<file path="config.mk">
export PLATFORM = sky130hd
export DESIGN_NAME = tpsram_stream_reader
export DESIGN_NICKNAME = d
export VERILOG_FILES = /design/src/rtl/tpsram_stream_reader.sv
export SDC_FILE = /design/constraint.sdc
export NUM_CORES = 1
export LEC_CHECK = 0
export ABC_AREA = 1
export CORE_MARGIN = 2
export CORE_UTILIZATION = 50
export DETAILED_ROUTE_END_ITERATION = 8
export PLACE_DENSITY = 0.91
export SLEW_MARGIN = 20
export SYNTH_ARGS = -nofsm -noshare
export SYNTH_HDL_FRONTEND = slang
export SYNTH_SLANG_ARGS = --single-unit
</file>
<file path="constraint.sdc">
create_clock -name RCLK -period 3.7 [get_ports RCLK]
set_input_delay 0.555 -clock RCLK [delete_from_list [all_inputs] [get_ports RCLK]]
set_output_delay 0.555 -clock RCLK [all_outputs]
set_load 0.005 [all_outputs]
</file>
<file path="src/rtl/tpsram_stream_reader.sv">
// Read-side ring-buffer controller for the two-port sample SRAM: issues reads, absorbs the
// 1-cycle RAM latency in a 2-entry skid buffer and emits a framed valid/ready word stream.
module tpsram_stream_reader #(
  parameter int ADDR_W      = 9,
  parameter int DATA_W      = 32,
  parameter int FRAME_WORDS = 64
) (
  input  logic              RCLK,
  input  logic              RST,
  input  logic              EN,
  input  logic [ADDR_W:0]   WPTR,
  output logic [ADDR_W:0]   RPTR,
  output logic [ADDR_W-1:0] RADDR,
  input  logic [DATA_W-1:0] RD,
  output logic [DATA_W-1:0] DOUT,
  output logic              DOUT_VALID,
  input  logic              DOUT_READY,
  output logic              DOUT_LAST,
  output logic [ADDR_W:0]   LEVEL,
  output logic              BUSY
);

  localparam int FW_W = (FRAME_WORDS > 2) ? $clog2(FRAME_WORDS) : 1;
  localparam logic [FW_W-1:0] LAST_IDX = FW_W'(FRAME_WORDS - 1);

  typedef enum logic [1:0] {IDLE, RUN, DRAIN} state_t;

  state_t            state, state_nxt;
  logic [ADDR_W:0]   iptr;
  logic [ADDR_W:0]   avail;
  logic [FW_W-1:0]   frame_cnt;
  logic              issue;
  logic              pop;
  logic [2:0]        occ;
  logic              vld_p1;
  logic              last_p1;
  logic              skid_vld_p2;
  logic              skid_we;
  logic [DATA_W-1:0] skid_data_p2;
  logic              skid_last_p2;

  assign pop   = DOUT_VALID & DOUT_READY;
  assign avail = WPTR - iptr;
  assign occ   = {2'b00, vld_p1} + {2'b00, DOUT_VALID} + {2'b00, skid_vld_p2} - {2'b00, pop};
  assign RADDR = iptr[ADDR_W-1:0];
  assign BUSY  = (state != IDLE);

  // Leaving RUN at a frame boundary must not issue, or the next frame would start and be cut short.
  always_comb begin
    state_nxt = state;
    issue     = 1'b0;
    case (state)
      IDLE:  if (EN) state_nxt = RUN;
      RUN: begin
        if (!EN && frame_cnt == '0) state_nxt = DRAIN;
        else if (avail != '0 && occ < 3'd2) issue = 1'b1;
      end
      DRAIN: if (!vld_p1 && !DOUT_VALID && !skid_vld_p2 && !pop) state_nxt = IDLE;
      default: state_nxt = IDLE;
    endcase
  end

  // p0: issue stage -- pointers, frame position, FSM
  always_ff @(posedge RCLK) begin
    if (RST) begin
      state     <= IDLE;
      iptr      <= '0;
      frame_cnt <= '0;
      vld_p1    <= 1'b0;
      last_p1   <= 1'b0;
      RPTR      <= '0;
      LEVEL     <= '0;
    end else begin
      state  <= state_nxt;
      vld_p1 <= issue;
      LEVEL  <= avail;
      if (issue) begin
        iptr      <= iptr + 1'b1;
        last_p1   <= (frame_cnt == LAST_IDX);
        frame_cnt <= (frame_cnt == LAST_IDX) ? '0 : frame_cnt + 1'b1;
      end
      if (vld_p1) RPTR <= RPTR + 1'b1;
    end
  end

  // p1: capture RD into the output head register or the second skid entry
  always_ff @(posedge RCLK) begin
    if (RST) begin
      DOUT        <= '0;
      DOUT_LAST   <= 1'b0;
      DOUT_VALID  <= 1'b0;
      skid_vld_p2 <= 1'b0;
    end else if (pop) begin
      if (skid_vld_p2) begin
        DOUT        <= skid_data_p2;
        DOUT_LAST   <= skid_last_p2;
        skid_vld_p2 <= vld_p1;
      end else if (vld_p1) begin
        DOUT      <= RD;
        DOUT_LAST <= last_p1;
      end else begin
        DOUT_VALID <= 1'b0;
      end
    end else if (vld_p1) begin
      if (!DOUT_VALID) begin
        DOUT       <= RD;
        DOUT_LAST  <= last_p1;
        DOUT_VALID <= 1'b1;
      end else begin
        skid_vld_p2 <= 1'b1;
      end
    end
  end

  assign skid_we = vld_p1 & ((pop & skid_vld_p2) | (~pop & DOUT_VALID));

  // p2: second skid entry payload, data only
  always_ff @(posedge RCLK) begin
    if (skid_we) begin
      skid_data_p2 <= RD;
      skid_last_p2 <= last_p1;
    end
  end

endmodule

</file>
# [Yosys cells after proc, flatten, opt, wreduce, memory -nomap -nowiden]
# Cells that the tools add are included.
[totals] wordCells=83 input_bits=46 reg_bits=108
[classes] order_cmp=1 eq_ne=9 bitwise=6 mux=26 reduce_logical=21 add_sub_neg=7
[op_table] op="$mux 32" count=5
[op_table] op="$add 10x1->10 const B" count=2
[op_table] op="$mux 1" count=16
[op_table] op="$ne 2x2->1 const B" count=5
[op_table] op="$reduce_bool 10->1" count=1
[op_table] op="$sub 10x10->10" count=1
[op_table] op="$reduce_and 3->1" count=3
[op_table] op="$reduce_bool 2->1" count=4
[op_table] op="$add 6x1->6 const B" count=1
[op_table] op="$eq 6x6->1 const B" count=1
[op_table] op="$logic_not 6->1" count=1
[op_table] op="$mux 2" count=3
[op_table] op="$mux 6" count=1
[op_table] op="$pmux 2 s3" count=1
[op_table] op="$logic_and 1x1->1" count=5
[op_table] op="$logic_not 1->1" count=5
[op_table] op="$and 1x1->1" count=4
[op_table] op="$add 2x1->3" count=1
[op_table] op="$lt 3x2->1 const B" count=1
[op_table] op="$sub 3x1->3" count=1
[op_table] op="$add 1x1->2" count=1
[op_table] op="$eq 2x1->1 const B" count=1
[op_table] op="$eq 2x2->1 const B" count=1
[op_table] op="$logic_not 2->1" count=1
[op_table] op="other kinds (4)" count=4

# [Longest topological paths before layout]
[logic_depth] ltp_word=8 depth_mapped=16 depth_no_buf=16

# [Worst setup path after synthesis]
# No wires, ideal clock.
[synth_path] kind="input to register" start="in DOUT_READY" end="reg skid_data_p2[0], enable pin" slack_ps=563 arrival_time_ps=2714 path_stages=7 required_time_ps=3277 n_path_buf=1 setup_ps=423 cell_sequence="nand2_1 > inv_1 > nand2_1 > clkinv_1 > clkbuf_1 > nor2_1 > nor2_1"
[synth_between] elab_chain_cells=5
[synth_rtl] element="from (decl)" line="17" source="input logic DOUT_READY,"
[synth_rtl] element="$and 1x1->1 *" line="42" source="assign pop = DOUT_VALID & DOUT_READY;"
[synth_rtl] element="$not 1->1" line="115" source="assign skid_we = vld_p1 & ((pop & skid_vld_p2) | (~pop & DOUT_VALID));"
[synth_rtl] element="$and 1x1->1" line="115"
[synth_rtl] element="$or 1x1->1 *" line="115"
[synth_rtl] element="$and 1x1->1 *" line="115"
[synth_rtl] element="named net skid_we" line="38" source="logic skid_we;"
[synth_rtl] element="to (signal assigned)" line="120" source="skid_data_p2 <= RD;"
[synth_rtl] element="to (decl)" line="39" source="logic [DATA_W-1:0] skid_data_p2;"
# Mark *: on every way through the listed nets, which the timed path passes. The rest lies on a longest branch.
# A chain may end at the register's enable or synchronous reset.

# [Worst setup path in the final report]
[layout_path] start="reg vld_p1" end="reg DOUT[24]"
[layout_between] elab_chain_cells=2
[layout_rtl] element="from (decl)" line="35" source="logic vld_p1;"
[layout_rtl] element="from (signal assigned)" line="75" source="vld_p1 <= issue;"
[layout_rtl] element="$reduce_bool 2->1 (no line)"
[layout_rtl] element="$reduce_and 3->1 (no line) *"
[layout_rtl] element="to (signal assigned)" line="95" source="DOUT <= skid_data_p2;"
[layout_rtl] element="to (decl)" line="15" source="output logic [DATA_W-1:0] DOUT,"
# Every way passes the cells marked *; elsewhere a longest branch is shown, timed or not.

==> results.sh <==
export IMPL_status="completed"
export IMPL_worstPathArrival_ps=3070
export IMPL_max_slew_worst_pin_slew_ps=989
export IMPL_use_met1_pct=29.0
export IMPL_nets=736
export IMPL_worstSkewPairLatency_ps=380
export IMPL_cts_max_path_buffers=2
export IMPL_ir_worst_vdd_mv=0.259
export IMPL_cts_buffers=9
export IMPL_ctsHoldBuffers=0
export IMPL_dp_slack_ps=502
export IMPL_syn2layout_area_growth_pct=27.0
export IMPL_initial_utilization_pct=51.2
export IMPL_die_h_um=104
export IMPL_synthCells=579
export IMPL_worstSetupStartpointType="flip-flop"
export IMPL_synth_edf_count=33
export IMPL_setup_viol=0
export IMPL_io_pins=110
export IMPL_period_share_pct=76.2
export IMPL_gr_usage_met3_pct=3.65
export IMPL_crit_fanout=33
export IMPL_drc=0
export IMPL_dr_pass1_iters=4
export IMPL_syn_nets=643
export IMPL_gr_max_usage_layer="met2"
export IMPL_clock_root_buffer="clkbuf_8"
export IMPL_clock_sinks=108
export IMPL_yosys_area_top_type_share_pct=30.3
export IMPL_syn_cell_area_sq_um=4960
export IMPL_cts_tree="built"
export IMPL_critPathRequiredTime_ps=3950
export IMPL_rsz0062_at_grt="false"
export IMPL_crit_top_cell="a21oi_1"
export IMPL_grt_max_degree=45
export IMPL_h_tree_depth=3
export IMPL_synth_ff_type="dfxtp_1"
export IMPL_wl_per_cell_um=15.1
export IMPL_antennaDiodeCount=0
export IMPL_final_cells=810
export IMPL_grt_pass1_wl_mm=20.4
export IMPL_fmax_mhz=355
export IMPL_postCtsSetupBuffers=0
export IMPL_finalSetupTns_ps=0
export IMPL_cp_slowest_cell="clkinv_1"
export IMPL_wl_mm=12.2
export IMPL_core_sq_um=9680
export IMPL_ys_warn_count=0
export IMPL_worstPathCellList="inv_1 > ha_1 > nor3_2 > clkinv_1 > a21oi_1 > a21oi_1"
export IMPL_clk_pin_slew_ps=110
export IMPL_dr_first_iter_drc_count=206
export IMPL_yosys_area_top_type="dfxtp_1"
export IMPL_hpwlAfterDp_mm=8.38
export IMPL_max_stage_delay_ps=810
export IMPL_synthTopCellsByCount="nand2_1 (102), a21oi_1 (85), dfxtp_1 (75)"
export IMPL_via_per_inst=5.37
export IMPL_hold_viol_final=0
export IMPL_die_w_um=104
export IMPL_cap_violations=0
export IMPL_ys_seq_area_share_pct=50.3
export IMPL_grt_util_met2_pct=38.8
export IMPL_ant_nets=0
export IMPL_hp_class="reg2reg"
export IMPL_grt_ovfl_total=0
export IMPL_ctsResizeCount=0
export IMPL_portBuffers=109
export IMPL_syn_avg_cell_area_sq_um=8.56
export IMPL_power_density_nw_per_um2=367
export IMPL_grt_usage_pct=22.9
export IMPL_async_reset_ff_share_pct=0
export IMPL_antenna_found_initial=0
export IMPL_drv_slew=0
export IMPL_critPathKind="reg2reg"
export IMPL_grt_pass1_vias=4258
export IMPL_ys_types=34
export IMPL_ys_ff_latch=108
export IMPL_synth_area_top_cells="dfxtp_1 (30%), edfxtp_1 (20%), a21oi_1 (8.6%)"
export IMPL_leakagePower_nw=2.35
export IMPL_gp_congestion=0.880
export IMPL_slew_headroom_pct=33.7
export IMPL_rows=36
export IMPL_drive_gt1_share_pct=8.86
export IMPL_period_minus_slack_ps=2820
export IMPL_die_area_sq_um=10700
export IMPL_synth_most_common_cell="nand2_1"
export IMPL_postLayoutSetupSlackWorst_ps=879
export IMPL_place_inst=794
export IMPL_vias=4352
export IMPL_cp_end_kind="flip-flop"
export IMPL_skew_ps=14.1
-- path summary, 6_finish.rpt --
check,start,to,slack [ps],depth (start not counted)
setup / recovery,vld_p1,DOUT[24],880,6
setup reg to reg,vld_p1,DOUT[24],880,6
hold reg to reg,RPTR[9],RPTR[9],490,1
hold / removal,RPTR[9],RPTR[9],490,1
-- registers in the layout, indices dropped and copies added, names as in the netlist --
signal	count
DOUT_VALID	1
vld_p1	1
iptr	10
LEVEL	10
skid_vld_p2	1
skid_data_p2	32
DOUT_LAST	1
RPTR	10
skid_last_p2	1
frame_cnt	6
last_p1	1
state	2
DOUT	32
-- layout by cell type, fill, tap and decap left out, types with 3 or more instances in the layout --
| master | netlist | routed |
|---|---|---|
| a21oi_1 | 85 | 85 |
| inv_1 | 47 | 45 |
| xor2_1 | 12 | 12 |
| clkdlybuf4s50_1 | 0 | 109 |
| inv_6 | 0 | 3 |
| nor3_1 | 8 | 7 |
| nand2_1 | 102 | 102 |
| nand3_1 | 38 | 38 |
| ha_1 | 17 | 17 |
| dfxtp_1 | 75 | 75 |
| a21oi_2 | 11 | 11 |
| buf_4 | 9 | 6 |
| clkbuf_8 | 0 | 9 |
| o21ai_0 | 37 | 37 |
| nor2_1 | 42 | 41 |
| edfxtp_1 | 33 | 33 |
| nand4_1 | 3 | 3 |
| clkinv_1 | 2 | 3 |
| nand2_2 | 14 | 14 |
| nor2_2 | 3 | 4 |
-- stage by stage --
| stage | hold slack (ps) | util, % | area (sq um) | power, mW |
|---|---|---|---|---|
| floorplan | 431 | - | 4960 | 1.44 |
| global placement | 441 | 62.8 | 6080 | 1.55 |
| detailed placement | 465 | 62.8 | 6080 | 1.57 |
| CTS | 493 | 65.0 | 6290 | 2.33 |
| global route | 509 | 65.0 | 6290 | 2.40 |
| finish | 487 | 65.0 | 6290 | 2.31 |
-- report_power, final --
part           switching [mW]  internal [mW]  total [mW]
registers              0.0206           1.25        1.27
clock network           0.436          0.331       0.767
logic                   0.143          0.132       0.275
total                   0.600           1.71        2.31
-- cell type report --
cell class	count	area, sq um
Fill cell	794	3390
Clock buffer	9	124
Clock inverter	7	91.3
Multi-Input combinational cell	388	2090
Inverter	50	188
Timing Repair Buffer	115	1140
Tap cell	133	166
Sequential cell	108	2490
-- worst max-delay path: cells and delay by family, from the launching register on --
kind                     cells  cell delay, ps
buffers and inverters        2            1000
AO/OA/AOI/OAI                2             600
flip-flops                   1             560
adder cells (fa/ha/maj)      1             290
AND/OR/NAND/NOR              1             240
-- cell families after synthesis --
| logic type | Yosys count | share of synthesized area (%) |
|---|---|---|
| AND/OR/NAND/NOR | 219 | 19.9 |
| AO/OA/AOI/OAI | 137 | 15.0 |
| flip-flops | 108 | 50.3 |
| buffers and inverters | 83 | 7.60 |
| adder cells (fa/ha/maj) | 18 | 4.70 |
| XOR/XNOR | 14 | 2.47 |
-- metal layers --
layer | vias to the layer above | wire length [um]
met5 | - | 0
met4 | 0 | 392
met3 | 32 | 477
met2 | 135 | 6040
met1 | 2077 | 5310
li1 | 2108 | -
No activity file was read; power rests on OpenSTA's default activity.
